### src/rtl/operand_fwd_stage_pkg.sv
// ----------------------------------------------------------------------------
// operand_fwd_stage_pkg
// Shared pipeline constants: forwarding-code encodings (produced by the hazard
// unit, consumed by the operand muxes) and write-back select encodings.
// ----------------------------------------------------------------------------
package operand_fwd_stage_pkg;

  localparam int XLEN = 32;

  // Forwarding codes. Codes not listed here (001/011/101) fall back to the
  // register-file value.
  localparam logic [2:0] FWD_RF     = 3'b000;
  localparam logic [2:0] FWD_EX     = 3'b010;
  localparam logic [2:0] FWD_MEM    = 3'b100;
  localparam logic [2:0] FWD_WB_ALU = 3'b110;
  localparam logic [2:0] FWD_WB_MEM = 3'b111;

  // Write-back source select.
  localparam logic [1:0] WBSEL_ALU = 2'd0;
  localparam logic [1:0] WBSEL_MEM = 2'd1;

  // Any non-zero code counts as a forwarding request for statistics, even
  // the reserved codes that resolve to the register file.
  function automatic logic is_fwd_code(input logic [2:0] code);
    return code != FWD_RF;
  endfunction

endpackage

### src/rtl/operand_fwd_stage_fwd_mux.sv
// ----------------------------------------------------------------------------
// fwd_mux
// Purely combinational operand selector for one source operand.
// Ports:
//   code        - 3-bit forwarding code from the hazard unit
//   rf_val      - register-file read data
//   ex_val      - EX-stage ALU result
//   mem_val     - MEM-stage ALU result
//   wb_alu_val  - WB-stage ALU result
//   wb_mem_val  - WB-stage load data
//   op          - selected operand
// ----------------------------------------------------------------------------
module fwd_mux
  import operand_fwd_stage_pkg::*;
(
  input  logic [2:0]      code,
  input  logic [XLEN-1:0] rf_val,
  input  logic [XLEN-1:0] ex_val,
  input  logic [XLEN-1:0] mem_val,
  input  logic [XLEN-1:0] wb_alu_val,
  input  logic [XLEN-1:0] wb_mem_val,
  output logic [XLEN-1:0] op
);

  always_comb begin
    op = rf_val;
    case (code)
      FWD_EX:     op = ex_val;
      FWD_MEM:    op = mem_val;
      FWD_WB_ALU: op = wb_alu_val;
      FWD_WB_MEM: op = wb_mem_val;
      default:    op = rf_val;
    endcase
  end

endmodule

### src/rtl/operand_fwd_stage.sv
// ----------------------------------------------------------------------------
// operand_fwd_stage
// ID-stage operand forwarding plus the ID/EX pipeline register.
// Optional feature macro: FWD_STATS_EN adds stall/forward event counters.
// Ports:
//   clk, rst_n                 - clock, asynchronous active-low reset
//   id_valid/id_rd/id_regwr/id_wbsel - ID instruction control
//   id_rs1val/id_rs2val        - register-file read data
//   rs1val_cont/rs2val_cont    - forwarding codes per operand
//   stall, flush               - hazard-unit stall, branch/jump squash
//   ex_alu_res, mem_alu_res, wb_alu_res, wb_mem_data - forwarding sources
//   ex_op1/ex_op2/ex_rd/ex_regwr/ex_wbsel/ex_valid   - ID/EX register
//   id_hold                    - freezes PC and IF/ID
//   stall_cnt, fwd_cnt         - (FWD_STATS_EN only) saturating counters
// ----------------------------------------------------------------------------
module operand_fwd_stage
  import operand_fwd_stage_pkg::*;
(
  input  logic        clk,
  input  logic        rst_n,
  input  logic        id_valid,
  input  logic [4:0]  id_rd,
  input  logic        id_regwr,
  input  logic [1:0]  id_wbsel,
  input  logic [31:0] id_rs1val,
  input  logic [31:0] id_rs2val,
  input  logic [2:0]  rs1val_cont,
  input  logic [2:0]  rs2val_cont,
  input  logic        stall,
  input  logic [31:0] ex_alu_res,
  input  logic [31:0] mem_alu_res,
  input  logic [31:0] wb_alu_res,
  input  logic [31:0] wb_mem_data,
  input  logic        flush,
  output logic [31:0] ex_op1,
  output logic [31:0] ex_op2,
  output logic [4:0]  ex_rd,
  output logic        ex_regwr,
  output logic [1:0]  ex_wbsel,
  output logic        ex_valid,
  output logic        id_hold
`ifdef FWD_STATS_EN
  ,
  output logic [15:0] stall_cnt,
  output logic [15:0] fwd_cnt
`endif
);

  logic [31:0] op1_sel;
  logic [31:0] op2_sel;
  logic        load;

  logic [31:0] ex_op1_q,   ex_op1_d;
  logic [31:0] ex_op2_q,   ex_op2_d;
  logic [4:0]  ex_rd_q,    ex_rd_d;
  logic        ex_regwr_q, ex_regwr_d;
  logic [1:0]  ex_wbsel_q, ex_wbsel_d;
  logic        ex_valid_q, ex_valid_d;

  fwd_mux u_mux_rs1 (
    .code       (rs1val_cont),
    .rf_val     (id_rs1val),
    .ex_val     (ex_alu_res),
    .mem_val    (mem_alu_res),
    .wb_alu_val (wb_alu_res),
    .wb_mem_val (wb_mem_data),
    .op         (op1_sel)
  );

  fwd_mux u_mux_rs2 (
    .code       (rs2val_cont),
    .rf_val     (id_rs2val),
    .ex_val     (ex_alu_res),
    .mem_val    (mem_alu_res),
    .wb_alu_val (wb_alu_res),
    .wb_mem_val (wb_mem_data),
    .op         (op2_sel)
  );

  // A flush kills the instruction outright, so it must not also freeze fetch.
  assign id_hold = stall & id_valid & ~flush;
  // Everything that is not a real, unstalled, unflushed instruction is a bubble.
  assign load    = id_valid & ~stall & ~flush;

  always_comb begin
    // Bubble by default; operands keep their old value to avoid needless toggling.
    ex_op1_d   = ex_op1_q;
    ex_op2_d   = ex_op2_q;
    ex_rd_d    = 5'd0;
    ex_regwr_d = 1'b0;
    ex_wbsel_d = WBSEL_ALU;
    ex_valid_d = 1'b0;
    if (load) begin
      ex_op1_d   = op1_sel;
      ex_op2_d   = op2_sel;
      ex_rd_d    = id_rd;
      ex_regwr_d = id_regwr & (id_rd != 5'd0);  // never advertise a write to x0
      ex_wbsel_d = id_wbsel;
      ex_valid_d = 1'b1;
    end
  end

  always_ff @(posedge clk or negedge rst_n) begin
    if (!rst_n) begin
      ex_op1_q   <= '0;
      ex_op2_q   <= '0;
      ex_rd_q    <= '0;
      ex_regwr_q <= 1'b0;
      ex_wbsel_q <= '0;
      ex_valid_q <= 1'b0;
    end else begin
      ex_op1_q   <= ex_op1_d;
      ex_op2_q   <= ex_op2_d;
      ex_rd_q    <= ex_rd_d;
      ex_regwr_q <= ex_regwr_d;
      ex_wbsel_q <= ex_wbsel_d;
      ex_valid_q <= ex_valid_d;
    end
  end

  assign ex_op1   = ex_op1_q;
  assign ex_op2   = ex_op2_q;
  assign ex_rd    = ex_rd_q;
  assign ex_regwr = ex_regwr_q;
  assign ex_wbsel = ex_wbsel_q;
  assign ex_valid = ex_valid_q;

`ifdef FWD_STATS_EN
  logic [15:0] stall_cnt_q, stall_cnt_d;
  logic [15:0] fwd_cnt_q,   fwd_cnt_d;

  always_comb begin
    stall_cnt_d = stall_cnt_q;
    fwd_cnt_d   = fwd_cnt_q;
    if (id_hold && (stall_cnt_q != 16'hFFFF))
      stall_cnt_d = stall_cnt_q + 16'd1;
    if (load && (is_fwd_code(rs1val_cont) || is_fwd_code(rs2val_cont)) &&
        (fwd_cnt_q != 16'hFFFF))
      fwd_cnt_d = fwd_cnt_q + 16'd1;
  end

  always_ff @(posedge clk or negedge rst_n) begin
    if (!rst_n) begin
      stall_cnt_q <= '0;
      fwd_cnt_q   <= '0;
    end else begin
      stall_cnt_q <= stall_cnt_d;
      fwd_cnt_q   <= fwd_cnt_d;
    end
  end

  assign stall_cnt = stall_cnt_q;
  assign fwd_cnt   = fwd_cnt_q;
`endif

endmodule

### config.mk
export PLATFORM = sky130hd
export DESIGN_NAME = operand_fwd_stage
export DESIGN_NICKNAME = d
export VERILOG_FILES = /design/src/rtl/operand_fwd_stage_pkg.sv /design/src/rtl/operand_fwd_stage_fwd_mux.sv /design/src/rtl/operand_fwd_stage.sv
export SDC_FILE = /design/constraint.sdc
export NUM_CORES = 1
export LEC_CHECK = 0
export CAP_MARGIN = 20
export CORE_UTILIZATION = 38
export CTS_BUF_LIST = sky130_fd_sc_hd__clkbuf_2 sky130_fd_sc_hd__clkbuf_4 sky130_fd_sc_hd__clkbuf_8
export CTS_CLUSTER_SIZE = 28
export DETAILED_ROUTE_END_ITERATION = 7
export PLACE_DENSITY = 0.84
export SETUP_SLACK_MARGIN = 0.1
export SLEW_MARGIN = 20
export SYNTH_ARGS = -nofsm -noshare
export SYNTH_HDL_FRONTEND = slang
export SYNTH_SLANG_ARGS = --single-unit
### constraint.sdc
create_clock -name clk -period 0.8 [get_ports clk]
set_input_delay 0.08 -clock clk [delete_from_list [all_inputs] [get_ports clk]]
set_output_delay 0.08 -clock clk [all_outputs]
set_load 0.02 [all_outputs]
==> key figures <==
Layout
  • Most frequent cells in the layout: 197 x clkdlybuf4s50_1, 100 x buf_4, 85 x buf_6
  • Commonest non-fill, non-tap cell in the layout: clkdlybuf4s50_1
  • Fraction of layout cells with a size suffix above 1: 45.65%
  • Area occupied by registers: 1827 um^2
  • # nets final: around 1200
  • Area of the multi-input gates: 4307 um^2
  • Fin area: between 10000 and 15000 um^2
  • Number of fill cells: ~860
  • Antenna cells: 0
  • Synthesis-to-finish area growth: 102.7%

Setup path
  • Worst Path Required: 1050 ps
  • Worst path most repeated cell: buf_4
  • Critical path startpoint: rs2val_cont[0]
  • Worst EP arrival: 1370 ps
  • CP cell instances: buf_2, buf_4, inv_2, buf_4, o311ai_1, o31ai_1
  • Crit Path Category: primary input to flip-flop
  • Worst r2r src: ex_op1[1]
  • CP Launch Type: primary input
  • Max stage delay on crit path: 610 ps
  • Slowest library cell on the worst path: o311ai_1
  • Crit end category: flip-flop
  • Worst-path fanout max: 7

Global route
  • Initial antenna violation count: 0
  • Largest net degree at the start of global routing: 27
  • First-pass GRT wire length: 43630 um
  • Vias in the first global route: between 7000 and 8000
  • All-Layer GR Usage: 38.88%
  • Overflow after GRT: 0

Clock network
  • Clk_lat worst skew: 380 ps
  • H-tree levels: 3
  • Clock sinks: 73
  • Clock transition at the registers of the reported paths: 90 ps
  • Root Driver: clkbuf_8
  • Worst-case clock buffer depth: 2
  • CTS tree: built
  • CTS buffer count: 9

Routing
  • Final wirelength: 32460 um
  • Drt wl/cell: about 28 um
  • Final ANT Viol Nets: 0
  • Final routed DRC violation total: 0
  • Total number of vias: between 7000 and 8000
  • DR iter-0 viols: 1026
  • Routed vias/inst: 6.835
  • Drt first pass iters: 5

Timing
  • Fin. Hold Viols: 0
  • Final setup fails: 145
  • Final setup margin: -318.0 ps
  • Slew headroom: 56.43%
  • Final Slew Violations: 0
  • RSZ-0062 raised after global routing: yes
  • Fmax achieved: 894.5 MHz
  • Skew final: 0 ps
  • Final min period: 1118 ps
  • Period utilisation layout: 139.7%
  • Worst-Margin Slew: 643.4 ps

Floorplan
  • Die W: 123.9 um
  • Die Y-Extent: ~120 um
  • Die Area: 15350 um^2
  • FP Rows: 44
  • Initial Util: 38.86%
  • Core box area: roughly 15000 um^2
  • Ports: between 200 and 300

Power and ir drop
  • Max rail drop VDD: 0.9447 mV
  • Leak: 4.400 nW
  • Total power after layout: 16.15 mW
  • PwrDens: 1410 nW/um^2

Synth
  • Synthesized cell area: 5648 um^2
  • Yosys cell types: between 40 and 50
  • Yosys Warn Count: 0
  • Syn Inst Count: 597
  • Register area share after synthesis: 32.34%
  • Top_reg_cell synth: dfrtp_1
  • #FFs+latches synth: 73
  • Post-synth EDFFs: 0
  • Asr flop ratio synth: 100.0%
  • Synth Net Count: 808
  • Post-synthesis average cell area: around 9.5 um^2

Placed design
  • PortBufs: 284
  • RD Place Congestion: 0.8983
  • Hpwl dp: 18140 um
  • Area after DPL: 9424 um^2

Run status
  • Failing checks: negative setup slack
  • Outcome: finished with violations

Min path
  • Worst hold path class: primary input to asynchronous set/reset pin

Flow run
  • Total of max-cap violations: 0
cell usage after synthesis, types with 3 or more instances:
cell type	n	share of area [%]
o31ai_1	54	7.2
dfrtp_1	73	32
o311ai_1	30	4.7
clkbuf_1	24	1.6
and2_1	39	4.3
nand4b_1	31	4.8
buf_8	3	0.80
buf_6	8	1.6
or2_1	3	0.33
o32ai_2	9	2.6
buf_4	6	0.80
a211oi_1	63	8.4
o21ai_1	8	0.71
mux2_2	30	6.0
o32ai_1	53	8.2
o21ai_0	22	1.9
o31ai_2	10	2.2
buf_2	37	3.3
nand2b_1	3	0.33
nand2_1	64	4.3
path summary, 6_finish.rpt:
path	slack, ps	cells past startpoint	end
min reg2reg	520	2	ex_op1[29]
min in group clk	100	2	ex_rd[2]
min	80	2	ex_op2[30]
max reg2reg	-110	4	ex_op1[1]
max	-320	6	ex_op2[2]
max in group asynchronous	220	3	ex_op2[3]
stage by stage:
| step | setup WS [ps] | setup TNS, ps | utilization [%] | std cells | hold slack, ps |
|---|---|---|---|---|---|
| CTS | -230.4 | -23520 | 75.37 | 1142 | 78.83 |
| finish | -318.0 | -26030 | 78.79 | 1161 | 82.40 |
| detailed placement | -992.1 | -82880 | 64.84 | 1076 | -81.12 |
| global placement | -957.6 | -80420 | 64.84 | 1076 | -82.54 |
| global route | -344.4 | -29120 | 78.79 | 1161 | 105.7 |
| floorplan | -327.2 | -18100 | - | 597 | -215.6 |
registers in the layout, summed over array words and instances (netlist names):
name	count
ex_op2	32
ex_rd	5
ex_valid	1
ex_op1	32
ex_wbsel	2
ex_regwr	1
critical path: cells and delay by family:
| family | cells | cell delay (ps) |
|---|---|---|
| buffers and inverters | 4 | 540 |
| AOI/OAI and AO/OA | 2 | 740 |
cell type report:
class | instances | share of cell area [%]
flip-flops and latches | 73 | 15.95
repair inverters | 8 | 1.737
multi-input cells | 442 | 37.61
well taps | 184 | 2.010
clock inverters | 4 | 0.4371
clock buffers | 12 | 1.442
repair buffers | 433 | 40.38
inverters | 5 | 0.4261
timing repair:
| item | CTS | global route |
|---|---|---|
| setup endpoints to repair | 147 | 147 |
| setup buffers | 30 | 22 |
| resized for setup | 563 | 74 |
| pin swaps | 21 | 21 |
| hold buffers | 1 | 0 |
| endpoints found under the hold margin | 73 | 0 |
| cloned | 19 | 1 |
routing by layer:
layer  global-route usage (%)  up-vias  wire length (um)
li1                         -     3182                 -
met1                    44.87     3738             10930
met2                    63.68      780             15180
met3                    10.07      235              4196
met4                    25.30        0              2149
met5                        0        -                 0
power breakdown:
part	leakage [nW]	switching, mW	total (mW)	internal, mW
Sequential	0.914	0.557	4.88	4.32
Clock	0.105	1.71	3.40	1.70
Combinational	3.38	3.74	7.87	4.13
cells by family after synthesis:
| kind of cell | after synthesis | share of synthesized area, % |
|---|---|---|
| AO/OA/AOI/OAI | 257 | 37.08 |
| AND/OR/NAND/NOR | 151 | 15.55 |
| buffers and inverters | 84 | 8.684 |
| flip-flops | 73 | 32.34 |
| multiplexers | 32 | 6.336 |
No activity file was read; power rests on OpenSTA's default activity.
